$ cat src/rtl/regseq_pkg.sv
// Shared definitions for the register-bank sequencer: op encoding, FSM states,
// default datapath/index widths.
package regseq_pkg;

    localparam int unsigned DATA_W_DEF = 32;
    localparam int unsigned ADDR_W_DEF = 5;

    localparam logic [1:0] OP_ADD  = 2'b00;
    localparam logic [1:0] OP_SUB  = 2'b01;
    localparam logic [1:0] OP_AND  = 2'b10;
    localparam logic [1:0] OP_MOVE = 2'b11;

    typedef enum logic [2:0] {
        StIdle  = 3'd0,
        StIssue = 3'd1,
        StWait  = 3'd2,
        StExec  = 3'd3,
        StWrite = 3'd4,
        StResp  = 3'd5
    } state_e;

endpackage

$ cat src/rtl/regseq_alu.sv
// Combinational ALU for the sequencer: ADD/SUB/AND/MOVE modulo 2^DATA_W, plus
// a zero flag on the result. No carry or overflow is produced.
module regseq_alu
    import regseq_pkg::*;
#(
    parameter int unsigned DATA_W = DATA_W_DEF
) (
    input  logic [1:0]        op_i,
    input  logic [DATA_W-1:0] opa_i,
    input  logic [DATA_W-1:0] opb_i,
    output logic [DATA_W-1:0] result_o,
    output logic              zero_o
);

    // Select the operation result; MOVE passes operand A through.
    always_comb begin
        result_o = '0;
        unique case (op_i)
            OP_ADD:  result_o = opa_i + opb_i;
            OP_SUB:  result_o = opa_i - opb_i;
            OP_AND:  result_o = opa_i & opb_i;
            OP_MOVE: result_o = opa_i;
            default: result_o = '0;
        endcase
    end

    assign zero_o = (result_o == '0);

endmodule

$ cat src/rtl/regbank_sequencer.sv
// Register-bank sequencer: accepts one host command, reads rs/rt from the bank,
// computes the result, writes it to rd and returns it to the host.
// Optional build macro: REGSEQ_ZERO_GUARD_EN suppresses the bank write when rd==0
// (the WRITE state is still traversed, the result is still returned).
module regbank_sequencer
    import regseq_pkg::*;
#(
    parameter int unsigned DATA_W   = DATA_W_DEF,
    parameter int unsigned ADDR_W   = ADDR_W_DEF,
    parameter int unsigned BANK_LAT = 1
) (
    input  logic              clock,
    input  logic              clear,
    input  logic              cmd_valid,
    output logic              cmd_ready,
    input  logic [1:0]        cmd_op,
    input  logic [ADDR_W-1:0] cmd_rs,
    input  logic [ADDR_W-1:0] cmd_rt,
    input  logic [ADDR_W-1:0] cmd_rd,
    output logic              rsp_valid,
    input  logic              rsp_ready,
    output logic [DATA_W-1:0] rsp_data,
    output logic              rsp_zero,
    output logic [ADDR_W-1:0] readRegA,
    output logic [ADDR_W-1:0] readRegB,
    output logic [ADDR_W-1:0] writeReg,
    output logic              readWrite,
    output logic [DATA_W-1:0] writeData,
    input  logic [DATA_W-1:0] dataReadA,
    input  logic [DATA_W-1:0] dataReadB
);

    // WAIT lasts BANK_LAT cycles; the counter starts one below that.
    localparam logic [1:0] LatInit = 2'(BANK_LAT - 1);

    state_e              state_q, state_d;
    logic [1:0]          op_q, op_d;
    logic [ADDR_W-1:0]   rd_q, rd_d;
    logic [1:0]          lat_cnt_q, lat_cnt_d;
    logic [DATA_W-1:0]   opa_q, opa_d;
    logic [DATA_W-1:0]   opb_q, opb_d;
    logic [DATA_W-1:0]   result_q, result_d;
    logic                zero_q, zero_d;

    // Registered outputs; the read-address registers double as the rs/rt latches.
    logic                cmd_ready_q, cmd_ready_d;
    logic                rsp_valid_q, rsp_valid_d;
    logic [ADDR_W-1:0]   read_reg_a_q, read_reg_a_d;
    logic [ADDR_W-1:0]   read_reg_b_q, read_reg_b_d;
    logic [ADDR_W-1:0]   write_reg_q, write_reg_d;
    logic                read_write_q, read_write_d;

    logic [DATA_W-1:0]   alu_result;
    logic                alu_zero;
    logic                write_en;

`ifdef REGSEQ_ZERO_GUARD_EN
    assign write_en = (rd_q != '0);
`else
    assign write_en = 1'b1;
`endif

    regseq_alu #(
        .DATA_W (DATA_W)
    ) u_alu (
        .op_i     (op_q),
        .opa_i    (opa_q),
        .opb_i    (opb_q),
        .result_o (alu_result),
        .zero_o   (alu_zero)
    );

    // Next-state, datapath latches and next values of the registered outputs.
    always_comb begin
        state_d      = state_q;
        op_d         = op_q;
        rd_d         = rd_q;
        lat_cnt_d    = lat_cnt_q;
        opa_d        = opa_q;
        opb_d        = opb_q;
        result_d     = result_q;
        zero_d       = zero_q;
        read_reg_a_d = read_reg_a_q;
        read_reg_b_d = read_reg_b_q;
        write_reg_d  = write_reg_q;

        unique case (state_q)
            StIdle: begin
                if (cmd_valid && cmd_ready_q) begin
                    op_d         = cmd_op;
                    rd_d         = cmd_rd;
                    read_reg_a_d = cmd_rs;
                    read_reg_b_d = cmd_rt;
                    state_d      = StIssue;
                end
            end
            StIssue: begin
                lat_cnt_d = LatInit;
                state_d   = StWait;
            end
            StWait: begin
                if (lat_cnt_q == '0) begin
                    opa_d   = dataReadA;
                    opb_d   = dataReadB;
                    state_d = StExec;
                end else begin
                    lat_cnt_d = lat_cnt_q - 2'd1;
                end
            end
            StExec: begin
                result_d    = alu_result;
                zero_d      = alu_zero;
                write_reg_d = rd_q;
                state_d     = StWrite;
            end
            StWrite: begin
                state_d = StResp;
            end
            StResp: begin
                if (rsp_ready) begin
                    state_d = StIdle;
                end
            end
            default: begin
                state_d = StIdle;
            end
        endcase

        // Outputs follow the state being entered so they are valid for its whole cycle.
        cmd_ready_d  = (state_d == StIdle);
        rsp_valid_d  = (state_d == StResp);
        read_write_d = (state_d == StWrite) && write_en;
    end

    // State, latches and output registers; clear abandons any transaction at once.
    always_ff @(posedge clock or posedge clear) begin
        if (clear) begin
            state_q      <= StIdle;
            op_q         <= '0;
            rd_q         <= '0;
            lat_cnt_q    <= '0;
            opa_q        <= '0;
            opb_q        <= '0;
            result_q     <= '0;
            zero_q       <= 1'b0;
            cmd_ready_q  <= 1'b1;
            rsp_valid_q  <= 1'b0;
            read_reg_a_q <= '0;
            read_reg_b_q <= '0;
            write_reg_q  <= '0;
            read_write_q <= 1'b0;
        end else begin
            state_q      <= state_d;
            op_q         <= op_d;
            rd_q         <= rd_d;
            lat_cnt_q    <= lat_cnt_d;
            opa_q        <= opa_d;
            opb_q        <= opb_d;
            result_q     <= result_d;
            zero_q       <= zero_d;
            cmd_ready_q  <= cmd_ready_d;
            rsp_valid_q  <= rsp_valid_d;
            read_reg_a_q <= read_reg_a_d;
            read_reg_b_q <= read_reg_b_d;
            write_reg_q  <= write_reg_d;
            read_write_q <= read_write_d;
        end
    end

    assign cmd_ready = cmd_ready_q;
    assign rsp_valid = rsp_valid_q;
    assign rsp_data  = result_q;
    assign rsp_zero  = zero_q;
    assign readRegA  = read_reg_a_q;
    assign readRegB  = read_reg_b_q;
    assign writeReg  = write_reg_q;
    assign readWrite = read_write_q;
    assign writeData = result_q;

endmodule

$ cat config.mk
export PLATFORM = sky130hd
export DESIGN_NAME = regbank_sequencer
export DESIGN_NICKNAME = d
export VERILOG_FILES = /design/src/rtl/regseq_pkg.sv /design/src/rtl/regseq_alu.sv /design/src/rtl/regbank_sequencer.sv
export SDC_FILE = /design/constraint.sdc
export NUM_CORES = 1
export LEC_CHECK = 0
export ABC_AREA = 1
export BUFFER_PORTS_ARGS = -buffer_cell sky130_fd_sc_hd__buf_2
export CAP_MARGIN = 20
export CELL_PAD_IN_SITES_DETAIL_PLACEMENT = 1
export CELL_PAD_IN_SITES_GLOBAL_PLACEMENT = 2
export CORE_ASPECT_RATIO = 2
export CORE_MARGIN = 4
export CORE_UTILIZATION = 32
export DETAILED_ROUTE_END_ITERATION = 12
export GPL_ROUTABILITY_DRIVEN = 0
export PLACE_DENSITY_LB_ADDON = 0.12
export RECOVER_POWER = 50
export SLEW_MARGIN = 20
export SYNTH_ARGS = -nofsm -noshare
export SYNTH_HDL_FRONTEND = slang
export SYNTH_SLANG_ARGS = --single-unit
$ cat constraint.sdc
create_clock -name clock -period 5.4 [get_ports clock]
set_input_delay 1.08 -clock clock [delete_from_list [all_inputs] [get_ports clock]]
set_output_delay 1.08 -clock clock [all_outputs]
set_load 0.02 [all_outputs]
==> flow_summary.toml <==
[clocking]
path_clk_slew_ns = 0.06
postCtsSetupBuffers = 0
cts_sinks = 127
cts_tree = "built"
insertion_delay_ns = 0.44
cts_buffers = 17
root_buffer = "clkbuf_16"
cts_resized = 0
clockBufferDepth = 2
holdBufCountCts = 0
h-tree-depth = 4

[timing]
hold_viol = 0
fin_crit_ns = 4.21
fin_crit_sh = 0.779
fmax_mhz = 238
setup_violations = 0
maxSlewViolCount = 118
finalClockSkew_ns = 0.0121
finalSetupTns_ns = 0
rsz0062_at_grt = "no"
timing.hold.ws_ns = 0.477
tightest_slew_ns = 3.25
max-slew-margin-rel = -1.17

[placed_design]
io_buffers = 167
placed_cells = 1660
hpwl_um = 28200

[detailed_routing]
wl_um = 34500
drt_iter0_drc = 315
first_pass_iters = 4
viasPerCell = 5.01
ant_nets = 0
drc = 0
routed-via-count = 8482
wl_per_cell_um = 20.4

[die]
io_pins = 168
start_util = 0.325
die-width_um = 125
rows = 85
die_area_um2 = 30200
core_area_um2 = 26900
die_h_um = 242

[outcome]
violations = "max-capacitance violations, max-slew violations"
run_status = "finished, violations left"

[logic_synthesis]
ys_seq_area_frac = 0.364
ys_top_cells_by_count = "nand2_1 (314), inv_1 (169), nor2_1 (130)"
syn_area_um2 = 8740
syn-num-nets = 1321
synth_cell_type_count = 36
synth-async-reset-ratio = 1.00
yosys_warnings = 0
synth_cells = 1201
post-synth-top-count-cell = "nand2_1"
synth_area_leader_cell = "dfrtp_1"
yosysTopAreaCellShare = 0.361
synth_edf_count = 0
ys_top_cells_by_area = "dfrtp_1 (36%), nand2_1 (13%), mux2_2 (7.3%)"
ys.flop_type = "dfrtp_1"
synth.avg_cell_area_um2 = 7.28
ys_ff_latch = 127

[final_layout]
instances_no_fill = 1693
nets = 1451
drive_gt1_frac = 0.201
area.sequential_um2 = 3180
fillers = 3434
area_growth_pct = 17.3
multi_input_area_um2 = 4530

[setup_path]
endpoint_kind = "flop"
startpoint_type = "flop"
arrival_ns = 4.57
max_stage_delay_ns = 0.41
r2r_slack_ns = 1.19
path_cells = "inv_1 -> ha_1 -> nand3_1 -> nor3_2 -> nand4_1 -> nor2_1 -> nand2_1 -> nand2_1 -> o21ai_1 -> a21oi_2 -> xor2_1 -> ha_1 -> nand2_1 -> inv_1 -> nand2_1 -> nor3_1 -> nand3_1 -> nand2_1 -> nand2_1 -> nand3_1 -> nand2_1 -> nor2_1 -> nand4_1 -> o21ai_1"
cp_max_fo = 5
cp.required_ns = 5.76
crit_top_cell = "nand2_1"
path_class = "flop to flop"
cp_slowest_cell = "ha_1"

[global_routing]
grt_max_degree = 96
grt_overflow = 0
gr-usage-all-layers = 0.229
grt_pass1_wl_um = 52400
grt_pass1_vias = 9020
antenna_found_initial = 1

[worst_hold_path]
hold_path.class = "flop to flop"

[flow_run]
maxCapViolations = 2
cell usage in the layout (no fill, tap or decap), types with 14 or more instances in the layout:
cell | synthesis | routed
a31oi_1 | 19 | 19
inv_1 | 169 | 168
dfrtp_1 | 126 | 126
nand3_1 | 76 | 77
buf_2 | 8 | 148
nor3_1 | 14 | 14
ha_1 | 34 | 34
nor2_1 | 130 | 130
nand2_1 | 314 | 314
clkbuf_1 | 18 | 21
a21oi_1 | 53 | 53
mux2_2 | 57 | 57
o21ai_0 | 33 | 33
o211ai_1 | 23 | 23
xor2_1 | 22 | 22
clkbuf_16 | 0 | 17
cell families after synthesis:
family | count (synthesis) | share of synthesized area
fa+ha+maj | 35 | 0.0510
mux | 57 | 0.0734
compound gates | 141 | 0.0925
xor+xnor | 30 | 0.0301
buf+inv | 238 | 0.117
flops | 127 | 0.364
simple gates | 573 | 0.272
critical path, delay by kind of cell (launching register included):
| family | cells | cell delay, ns |
|---|---|---|
| and+or+nand+nor | 16 | 2.37 |
| adders and majority gates | 2 | 0.59 |
| AOI/OAI and AO/OA | 3 | 0.47 |
| DFF | 1 | 0.40 |
| buffers and inverters | 2 | 0.20 |
| xor gates and xnor gates | 1 | 0.11 |
cell type report:
| class | instances | area share |
|---|---|---|
| Antenna cell | 1 | 0.000244 |
| Clock buffer | 22 | 0.0472 |
| Clock inverter | 10 | 0.00988 |
| Inverter | 176 | 0.0649 |
| Multi-Input combinational cell | 836 | 0.442 |
| Sequential cell | 127 | 0.310 |
| Tap cell | 348 | 0.0425 |
| Timing Repair Buffer | 173 | 0.0832 |
worst paths after layout:
kind,start,end,depth (start not counted)
max,opb_q[0],rsp_zero,24
min,rd_q[4],writeReg[4],2
max reg2reg,opb_q[0],rsp_zero,24
min reg2reg,rd_q[4],writeReg[4],2
max in group asynchronous,clear,opb_q[8],3
min in group asynchronous,clear,readRegB[2],2
stage by stage:
stage | cell area [µm²] | setup slack (ns) | util
finish | 10300 | 1.19 | 0.381
global route | 10300 | 0.836 | 0.381
CTS | 10300 | 1.20 | 0.383
detailed placement | 9710 | 1.23 | 0.361
global placement | 9710 | 1.29 | 0.361
floorplan | 8740 | 0.937 | -
sequential cells by signal (all words and copies together) (netlist names):
signal / count
cmd_ready: 1
lat_cnt_q: 2
op_q: 2
opa_q: 32
opb_q: 32
rd_q: 5
readRegA: 5
readRegB: 5
readWrite: 1
rsp_data: 32
rsp_valid: 1
rsp_zero: 1
state_q: 3
writeReg: 5
per-layer routing:
layer,part of all wire,vias up,routed length (µm),GRT usage
met5,0,-,0,0
met2,0.58,204,20000,0.463
met4,0.074,0,2570,0.150
met3,0.030,81,1030,0.0285
li1,-,4077,-,-
met1,0.32,4120,11000,0.204
Power is left out: the tool's default activity adds up to more than one toggle a clock period on the data nets, which glitch-free logic cannot reach.
